File: config.mk
export PLATFORM = sky130hd
export DESIGN_NAME = host_axi_mux
export DESIGN_NICKNAME = d
export VERILOG_FILES = /design/src/rtl/host_axi_mux.sv
export SDC_FILE = /design/constraint.sdc
export NUM_CORES = 1
export LEC_CHECK = 0
export CORE_MARGIN = 2
export CORE_UTILIZATION = 38
export DETAILED_ROUTE_END_ITERATION = 16
export HOLD_SLACK_MARGIN = 0.02
export PLACE_DENSITY_LB_ADDON = 0.25
export RECOVER_POWER = 25
export SYNTH_ARGS = -nofsm -noshare
export SYNTH_HDL_FRONTEND = slang
export SYNTH_SLANG_ARGS = --single-unit
export TNS_END_PERCENT = 5
File: constraint.sdc
create_clock -name clock -period 2.25 [get_ports clock]
set_input_delay 0.45 -clock clock [delete_from_list [all_inputs] [get_ports clock]]
set_output_delay 0.45 -clock clock [all_outputs]
set_load 0.02 [all_outputs]
File: src/rtl/host_axi_mux.sv
// Host register request router onto NUM_SLAVES AXI-Lite control slaves.
// Optional watchdog enabled by defining HOST_AXI_TIMEOUT_EN.
module host_axi_mux #(
    parameter int NUM_SLAVES         = 2,
    parameter int HOST_ADDR_BITS     = 8,
    parameter int HOST_DATA_BITS     = 32,
    parameter int HOST_AXI_ADDR_BITS = 6,
    parameter int HOST_AXI_DATA_BITS = 32,
    parameter int HOST_AXI_STRB_BITS = HOST_AXI_DATA_BITS / 8,
    parameter int SEL_BITS           = (NUM_SLAVES > 1) ? $clog2(NUM_SLAVES) : 1,
    parameter int TIMEOUT_CYCLES     = 1024
) (
    input  logic                                     clock,
    input  logic                                     reset,
    input  logic                                     host_req_valid,
    input  logic                                     host_req_opcode,
    input  logic [HOST_ADDR_BITS-1:0]                host_req_addr,
    input  logic [HOST_DATA_BITS-1:0]                host_req_value,
    output logic                                     host_req_deq,
    output logic                                     host_resp_valid,
    output logic [HOST_DATA_BITS-1:0]                host_resp_bits,
    output logic                                     host_wr_done,
    output logic                                     host_resp_err,
    output logic [NUM_SLAVES-1:0]                    s_axi_AWVALID,
    input  logic [NUM_SLAVES-1:0]                    s_axi_AWREADY,
    output logic [NUM_SLAVES*HOST_AXI_ADDR_BITS-1:0] s_axi_AWADDR,
    output logic [NUM_SLAVES-1:0]                    s_axi_WVALID,
    input  logic [NUM_SLAVES-1:0]                    s_axi_WREADY,
    output logic [NUM_SLAVES*HOST_AXI_DATA_BITS-1:0] s_axi_WDATA,
    output logic [NUM_SLAVES*HOST_AXI_STRB_BITS-1:0] s_axi_WSTRB,
    input  logic [NUM_SLAVES-1:0]                    s_axi_BVALID,
    output logic [NUM_SLAVES-1:0]                    s_axi_BREADY,
    input  logic [NUM_SLAVES*2-1:0]                  s_axi_BRESP,
    output logic [NUM_SLAVES-1:0]                    s_axi_ARVALID,
    input  logic [NUM_SLAVES-1:0]                    s_axi_ARREADY,
    output logic [NUM_SLAVES*HOST_AXI_ADDR_BITS-1:0] s_axi_ARADDR,
    input  logic [NUM_SLAVES-1:0]                    s_axi_RVALID,
    output logic [NUM_SLAVES-1:0]                    s_axi_RREADY,
    input  logic [NUM_SLAVES*HOST_AXI_DATA_BITS-1:0] s_axi_RDATA,
    input  logic [NUM_SLAVES*2-1:0]                  s_axi_RRESP
);

    localparam int A  = HOST_AXI_ADDR_BITS;
    localparam int DW = HOST_AXI_DATA_BITS;
    localparam int HI = HOST_ADDR_BITS - A;

    if (NUM_SLAVES < 1 || NUM_SLAVES > 16) begin : g_chk_ns
        $error("NUM_SLAVES must be 1..16");
    end
    if (A + SEL_BITS > HOST_ADDR_BITS) begin : g_chk_addr
        $error("address fields exceed HOST_ADDR_BITS");
    end
    if (HOST_DATA_BITS != DW) begin : g_chk_data
        $error("HOST_DATA_BITS must equal HOST_AXI_DATA_BITS");
    end
    if (TIMEOUT_CYCLES < 2) begin : g_chk_tmo
        $error("TIMEOUT_CYCLES must be at least 2");
    end

    typedef enum logic [2:0] {
        IDLE, RD_ADDR, RD_DATA, WR, WR_ACK, ERR
    } state_t;

    state_t                    state;
    logic [A-1:0]              addr_q;
    logic [HOST_DATA_BITS-1:0] data_q;
    logic                      opcode_q;
    logic [SEL_BITS-1:0]       sel_q;
    logic                      aw_done;
    logic                      w_done;
    logic                      resp_valid_q;
    logic                      wr_done_q;
    logic                      err_q;
    logic                      err_deq_q;
    logic [HOST_DATA_BITS-1:0] bits_q;

    logic [NUM_SLAVES-1:0] onehot;
    logic [DW-1:0]         rdata_sel;
    logic [1:0]            rresp_sel;
    logic [1:0]            bresp_sel;
    logic [HI-1:0]         req_hi;
    logic                  req_mapped;
    logic                  aw_act, w_act;
    logic                  ar_rdy, aw_rdy, w_rdy, r_vld, b_vld;
    logic                  ar_hs, aw_hs, w_hs;

    // The whole field above the AXI offset is the select, so spare
    // upper address bits also count toward an unmapped request.
    assign req_hi     = host_req_addr[HOST_ADDR_BITS-1:A];
    assign req_mapped = 32'(req_hi) < NUM_SLAVES;

    always_comb begin
        onehot    = '0;
        rdata_sel = '0;
        rresp_sel = '0;
        bresp_sel = '0;
        for (int i = 0; i < NUM_SLAVES; i++) begin
            onehot[i] = (int'(sel_q) == i);
            if (onehot[i]) begin
                rdata_sel = s_axi_RDATA[i*DW +: DW];
                rresp_sel = s_axi_RRESP[2*i +: 2];
                bresp_sel = s_axi_BRESP[2*i +: 2];
            end
        end
    end

    assign aw_act = (state == WR) && !aw_done;
    assign w_act  = (state == WR) && !w_done;

    assign s_axi_ARVALID = (state == RD_ADDR) ? onehot : '0;
    assign s_axi_RREADY  = (state == RD_DATA) ? onehot : '0;
    assign s_axi_AWVALID = aw_act ? onehot : '0;
    assign s_axi_WVALID  = w_act ? onehot : '0;
    assign s_axi_BREADY  = (state == WR_ACK) ? onehot : '0;

    assign s_axi_AWADDR = {NUM_SLAVES{addr_q}};
    assign s_axi_ARADDR = {NUM_SLAVES{addr_q}};
    assign s_axi_WDATA  = {NUM_SLAVES{data_q}};
    assign s_axi_WSTRB  = '1;

    assign ar_rdy = |(s_axi_ARREADY & onehot);
    assign aw_rdy = |(s_axi_AWREADY & onehot);
    assign w_rdy  = |(s_axi_WREADY & onehot);
    assign r_vld  = |(s_axi_RVALID & onehot);
    assign b_vld  = |(s_axi_BVALID & onehot);

    assign ar_hs = (state == RD_ADDR) && ar_rdy;
    assign aw_hs = aw_act && aw_rdy;
    assign w_hs  = w_act && w_rdy;

    assign host_req_deq    = ar_hs || aw_hs || ((state == ERR) && err_deq_q);
    assign host_resp_valid = resp_valid_q || ((state == ERR) && !opcode_q);
    assign host_wr_done    = wr_done_q || ((state == ERR) && opcode_q);
    assign host_resp_err   = err_q || (state == ERR);
    assign host_resp_bits  = bits_q;

`ifdef HOST_AXI_TIMEOUT_EN
    localparam int CW = $clog2(TIMEOUT_CYCLES + 1);
    logic [CW-1:0] tmo_cnt;
`endif

    always_ff @(posedge clock or negedge reset) begin
        if (!reset) begin
            state        <= IDLE;
            addr_q       <= '0;
            data_q       <= '0;
            opcode_q     <= 1'b0;
            sel_q        <= '0;
            aw_done      <= 1'b0;
            w_done       <= 1'b0;
            resp_valid_q <= 1'b0;
            wr_done_q    <= 1'b0;
            err_q        <= 1'b0;
            err_deq_q    <= 1'b0;
            bits_q       <= '0;
`ifdef HOST_AXI_TIMEOUT_EN
            tmo_cnt      <= '0;
`endif
        end else begin
            resp_valid_q <= 1'b0;
            wr_done_q    <= 1'b0;
            err_q        <= 1'b0;
            err_deq_q    <= 1'b0;
            unique case (state)
                IDLE: begin
                    if (host_req_valid) begin
                        addr_q   <= host_req_addr[A-1:0];
                        data_q   <= host_req_value;
                        opcode_q <= host_req_opcode;
                        sel_q    <= host_req_addr[A +: SEL_BITS];
                        aw_done  <= 1'b0;
                        w_done   <= 1'b0;
                        if (!req_mapped) begin
                            state     <= ERR;
                            err_deq_q <= 1'b1;
                            bits_q    <= '0;
                        end else begin
                            state <= host_req_opcode ? WR : RD_ADDR;
                        end
                    end
                end
                RD_ADDR: if (ar_rdy) state <= RD_DATA;
                RD_DATA: begin
                    if (r_vld) begin
                        bits_q       <= rdata_sel;
                        err_q        <= (rresp_sel >= 2'b10);
                        resp_valid_q <= 1'b1;
                        state        <= IDLE;
                    end
                end
                WR: begin
                    aw_done <= aw_done || aw_hs;
                    w_done  <= w_done || w_hs;
                    if ((aw_done || aw_hs) && (w_done || w_hs))
                        state <= WR_ACK;
                end
                WR_ACK: begin
                    if (b_vld) begin
                        wr_done_q <= 1'b1;
                        err_q     <= (bresp_sel >= 2'b10);
                        state     <= IDLE;
                    end
                end
                ERR:     state <= IDLE;
                default: state <= IDLE;
            endcase
`ifdef HOST_AXI_TIMEOUT_EN
            // Watchdog overrides whatever the FSM chose this cycle.
            if (state == IDLE) begin
                tmo_cnt <= '0;
            end else begin
                tmo_cnt <= tmo_cnt + 1'b1;
                if (tmo_cnt == CW'(TIMEOUT_CYCLES - 1) && state != ERR) begin
                    state        <= ERR;
                    bits_q       <= '0;
                    resp_valid_q <= 1'b0;
                    wr_done_q    <= 1'b0;
                    err_q        <= 1'b0;
                    err_deq_q    <= ((state == RD_ADDR) && !ar_rdy) ||
                                    ((state == WR) && !aw_done && !aw_rdy);
                end
            end
`endif
        end
    end

endmodule

### Word-level counts from Yosys, hierarchy flattened

Index checks and enable logic that the tools add are counted.
Widths: inputs -> output; s select.

| operators by class | value |
|---|---|
| order comparisons | 3 |
| equal/unequal tests | 11 |
| mux-type cells | 33 |
| bitwise operators | 6 |
| reductions and logical operators | 31 |

Operator list:

| cell | count |
|---|---|
| $mux 32 | 4 |
| $pmux 32 s2 | 1 |
| $mux 3 | 6 |
| $mux 2 | 8 |
| $pmux 3 s5 | 1 |
| $and 2x2->2 | 5 |
| $mux 1 | 10 |
| $ne 2x2->1 const B | 5 |
| $reduce_or 2->1 | 5 |
| $logic_and 1x1->1 | 9 |
| $logic_or 1x1->1 | 7 |
| $eq 3x2->1 const B | 2 |
| $eq 3x3->1 const B | 2 |
| $pmux 1 s2 | 3 |
| $reduce_and 5->1 | 1 |
| $ge 2x2->1 const B | 2 |
| $reduce_and 2->1 | 2 |
| $reduce_and 4->1 | 1 |
| $reduce_bool 2->1 | 2 |
| $eq 3x1->1 const B | 1 |
| $logic_not 1->1 | 3 |
| $logic_not 3->1 | 1 |
| $lt 2x2->1 const B | 1 |
| $ne 2x1->1 const B | 1 |
| $not 1->1 | 1 |

| word-level totals | value |
|---|---|
| register bits after elaboration | 81 |
| bits of input ports | 126 |
| output and inout port bits | 142 |
| word-level logic and storage cells | 96 |

### Longest topological paths before layout

| logic depth | value |
|---|---|
| depth after elaboration | 8 |
| gate-level depth with buffers | 7 |
| gate-level depth less buffers | 4 |

### Worst setup path before layout

No wires, ideal clock.

| path | value |
|---|---|
| path kind | flip-flop to output port |
| start point | reg state[2] |
| end point | out s_axi_AWVALID[0] |
| arrival time | 1.306 ns |
| required time | 1.800 ns |
| setup slack | 0.494 ns |
| cell stages (with the launch flop) | 5 |
| buffers on the path | 1 |
| cells stage by stage | dfrtp_1 -> buf_2 -> inv_1 -> nand3_1 -> nor3_1 |

| between the ends | value |
|---|---|
| longest elaborated chain between the ends | 3 |

Ends and longest elaborated chain:

| element | RTL line | source |
|---|---|---|
| from (decl) | 64 | `state_t state;` |
| from (signal assigned) | 178 | `state <= host_req_opcode ? WR : RD_ADDR;` |
| $eq 3x2->1 | 107 | `assign aw_act = (state == WR) && !aw_done;` |
| $logic_and 1x1->1 | 107 |  |
| $mux 2 | 112 | `assign s_axi_AWVALID = aw_act ? onehot : '0;` |
| to (decl) | 24 | `output logic [NUM_SLAVES-1:0] s_axi_AWVALID,` |

Every way passes these cells.

### Final worst setup path

| path | value |
|---|---|
| start point | reg sel_q |
| end point | out host_req_deq |

| between the ends | value |
|---|---|
| longest elaborated chain between the ends | 6 |
| elaborated cells between the ends (all ways) | 9 |
| classes of those cells | 3 x bitwise; 6 x reduce/logical |

Ends and longest elaborated chain:

| element | RTL line | source |
|---|---|---|
| from (decl) | 68 | `logic [SEL_BITS-1:0] sel_q;` |
| from (signal assigned) | 170 | `sel_q <= host_req_addr[A +: SEL_BITS];` |
| $not 1->1 | 98 | `onehot[i] = (int'(sel_q) == i);` |
| $and 2x2->2, on equally long branches | 121, 122 |  |
| $reduce_or 2->1, on equally long branches | 121, 122 |  |
| $logic_and 1x1->1, on equally long branches | 127, 128 |  |
| $logic_or 1x1->1 (*) (2 in series) | 131 | `assign host_req_deq = ar_hs \|\| aw_hs \|\| ((state == ERR) && err_deq_q);` |
| to (decl) | 19 | `output logic host_req_deq,` |

Mark *: on every way between the ends. The rest lies on a longest branch, timed or not.

==> qor.csv <==
metric,value,unit
final.fill_count,936,
critPathLaunch,sel_q,
synth.area.top_cells,"dfrtp_1 (46%), mux2_2 (11%), buf_4 (11%), mux2_4 (10%), mux2i_1 (8.5%)",
wl_per_cell,15.9,um
worst_pin_slew,1.04,ns
setup_viol,0,
outcome,"complete, no violations",
clk_path_buf_depth,2,
leakagePower,3.08,nW
maxCapViolCount,0,
rsz0062_at_grt,no,
design_area,7000,um^2
port_buffers,255,
grt.total_usage,0.185,
place.gp.congestion,0.801,
reg2reg_to,host_resp_bits[0],
path_cells,mux2_2 > a22o_1 > dlygate4sd2_1,
yosysWarnings,0,
drc,0,
synth_cell_type_count,33,
grt_pass1_wl,18300,um
crit_family,flip-flops,
post_cts_buffers,0,
ant_nets,0,
synth_edf_count,0,
ir_drop,0.848,mV
clock-skew-final,0.00549,ns
cts.sinks,81,
via_count,3332,
timing.fmax,0.454,GHz
cts_root_buf,clkbuf_16,
grt_pass1_vias,3453,
crit_path_max_fanout,6,
cts.hold.buffers_added,0,
antenna_cells,0,
antenna_found_initial,0,
cp-end-kind,output port,
syn_area_per_cell,12.2,um^2
cp_num_cells,3,
hold_path.class,in -> async,
drt_wl_total,11400,um
synthArstFlopShare,1.00,
cp.required,1.80,ns
netlist_instances,359,
htree_levels,3,
clk_pin_slew,0.06,ns
reg2reg_from,sel_q,
yosysTopAreaCell,dfrtp_1,
r2r_slack,0.35,ns
drv_slew,0,
finalCritPeriodShare,0.979,
cts_tree,done,
cp-start-kind,flip-flop,
slowest_delay,0.46,ns
synthToLayoutAreaGrowth,60.2,%
synth_top_area_share,0.464,
endpoint,host_req_deq,
hold_viol,0,
dieWidth,111,um
boundaryPins,268,
synth-seq-cells,81,
start_util,0.386,
viasPerCell,4.65,
relSlewSlack,0.310,
nets,695,
crit_arrival,1.75,ns
syn_area,4370,um^2
clk_latency,0.32,ns
final_core_util,0.618,
hpwlAfterDp,8980,um
fin_crit,2.20,ns
die_h,111,um
dpl_cell_area,6710,um^2
drive_gt1_frac,0.195,
numCtsBuffers,9,
grt.overflow.total,0,
synth_ff_type,dfrtp_1,
ff2ff_path_depth,6,
cp_num_buf_inv,1,
path_class,reg -> out,
slowest_stage,dfrtp_2,
powerDensity,1440,nW/um^2
rows,39,
dr.pass1.iters,4,
core_area,11300,um^2
seq_area_frac_synth,0.464,
finalSetupTns,0,ns
grt_max_degree,45,
initialDrtViolationCount,83,
dieArea,12400,um^2
-- layer usage --
layer | track usage | wire (um) | share of wire
met1 | 0.211 | 4420 | 0.39
met2 | 0.341 | 6220 | 0.55
met3 | 0.0344 | 560 | 0.049
met4 | 0.0741 | 203 | 0.018
met5 | 0 | 0 | 0
-- worst reg2reg max path, stage by stage (launching register included) --
cell      delay (ns)
dfrtp_2         0.48
buf_4           0.18
mux2i_1         0.13
nand2b_1        0.20
a21oi_4         0.19
buf_12          0.24
mux2_2          0.36
-- logic make-up (layout without fill, tap and decap cells) --
family,Yosys count,in the layout,synth area share
other cells,1,8,0.000858
mux,111,111,0.301
flops,81,81,0.464
compound gates,17,17,0.0306
buf+inv,82,290,0.133
simple gates,67,67,0.0704
-- per-stage QoR --
step	setup WS [ns]	total power [W]	hold WS, ns	std cells
floorplan	0.494	0.00647	0.154	366
global placement	-0.153	0.00853	0.469	701
detailed placement	-0.131	0.00863	0.471	701
CTS	-0.0855	0.0102	0.121	717
global route	0.000978	0.0106	0.373	717
finish	0.0464	0.0101	0.295	717
-- final cells by class --
class | instances | area [um^2] | share of cell area
multi-input cells | 203 | 1790 | 0.256
inverters | 5 | 18.8 | 0.00268
clock buffers | 13 | 250 | 0.0358
repair buffers | 269 | 2660 | 0.380
clock inverters | 3 | 65.1 | 0.00930
flip-flops and latches | 81 | 2030 | 0.290
well taps | 143 | 179 | 0.0256
-- sequential cells by signal, indices dropped and copies added, names as in the netlist --
name and flops:
err_deq_q 1, opcode_q 1, resp_valid_q 1, w_done 1, sel_q 1, wr_done_q 1
addr_q 6, host_resp_bits 32, err_q 1, state 3, data_q 32, aw_done 1
-- synth_stat cells (3+ instances only) --
library cell / n
inv_1: 5
mux2_2: 43
nor3_1: 5
mux2_4: 30
a21oi_1: 4
dfrtp_1: 81
mux2i_1: 37
buf_6: 3
nor2_1: 43
nand2_1: 7
and2_1: 3
buf_4: 63
buf_2: 11
-- repair_timing --
item / in CTS / in global routing
cloned: 0 / 0
gates resized for setup: 15 / 2
setup endpoints to repair: 14 / 2
pin swaps: 0 / 0
-- how the worst min path moves through the flow --
stage                     start                 to  slack [ns]
after floorplan           reset          addr_q[0]        0.15
after global placement    reset  host_resp_bits[5]        0.47
after detailed placement  reset  host_resp_bits[7]        0.47
after CTS                 reset  host_resp_bits[7]        0.12
after global routing      reset  host_resp_bits[7]        0.37
final                     reset  host_resp_bits[7]        0.30
-- cells in the final DEF (no fill, tap or decap), types with 2 or more instances in the layout --
master	count
a21oi_1	4
a22o_1	2
and2_1	2
buf_12	2
buf_4	11
bufinv_16	2
clkbuf_1	3
clkbuf_16	9
clkdlybuf4s50_1	240
conb_1	8
dfrtp_1	79
dfrtp_2	2
dlygate4sd2_1	12
inv_1	5
mux2_2	43
mux2_4	30
mux2i_1	37
nand2_1	7
nand2b_1	2
nor2_1	43
nor3_1	5
nor3b_2	2
o21ai_0	2
o21bai_1	2
-- report_power, final --
part | internal, W | leakage (nW) | switching, W | total (W)
Combinational | 0.00312 | 1.90 | 0.00282 | 0.00594
Sequential | 0.00207 | 1.03 | 0.000496 | 0.00257
Clock | 0.00100 | 0.154 | 0.000542 | 0.00154
No activity file was read; power rests on OpenSTA's default activity.
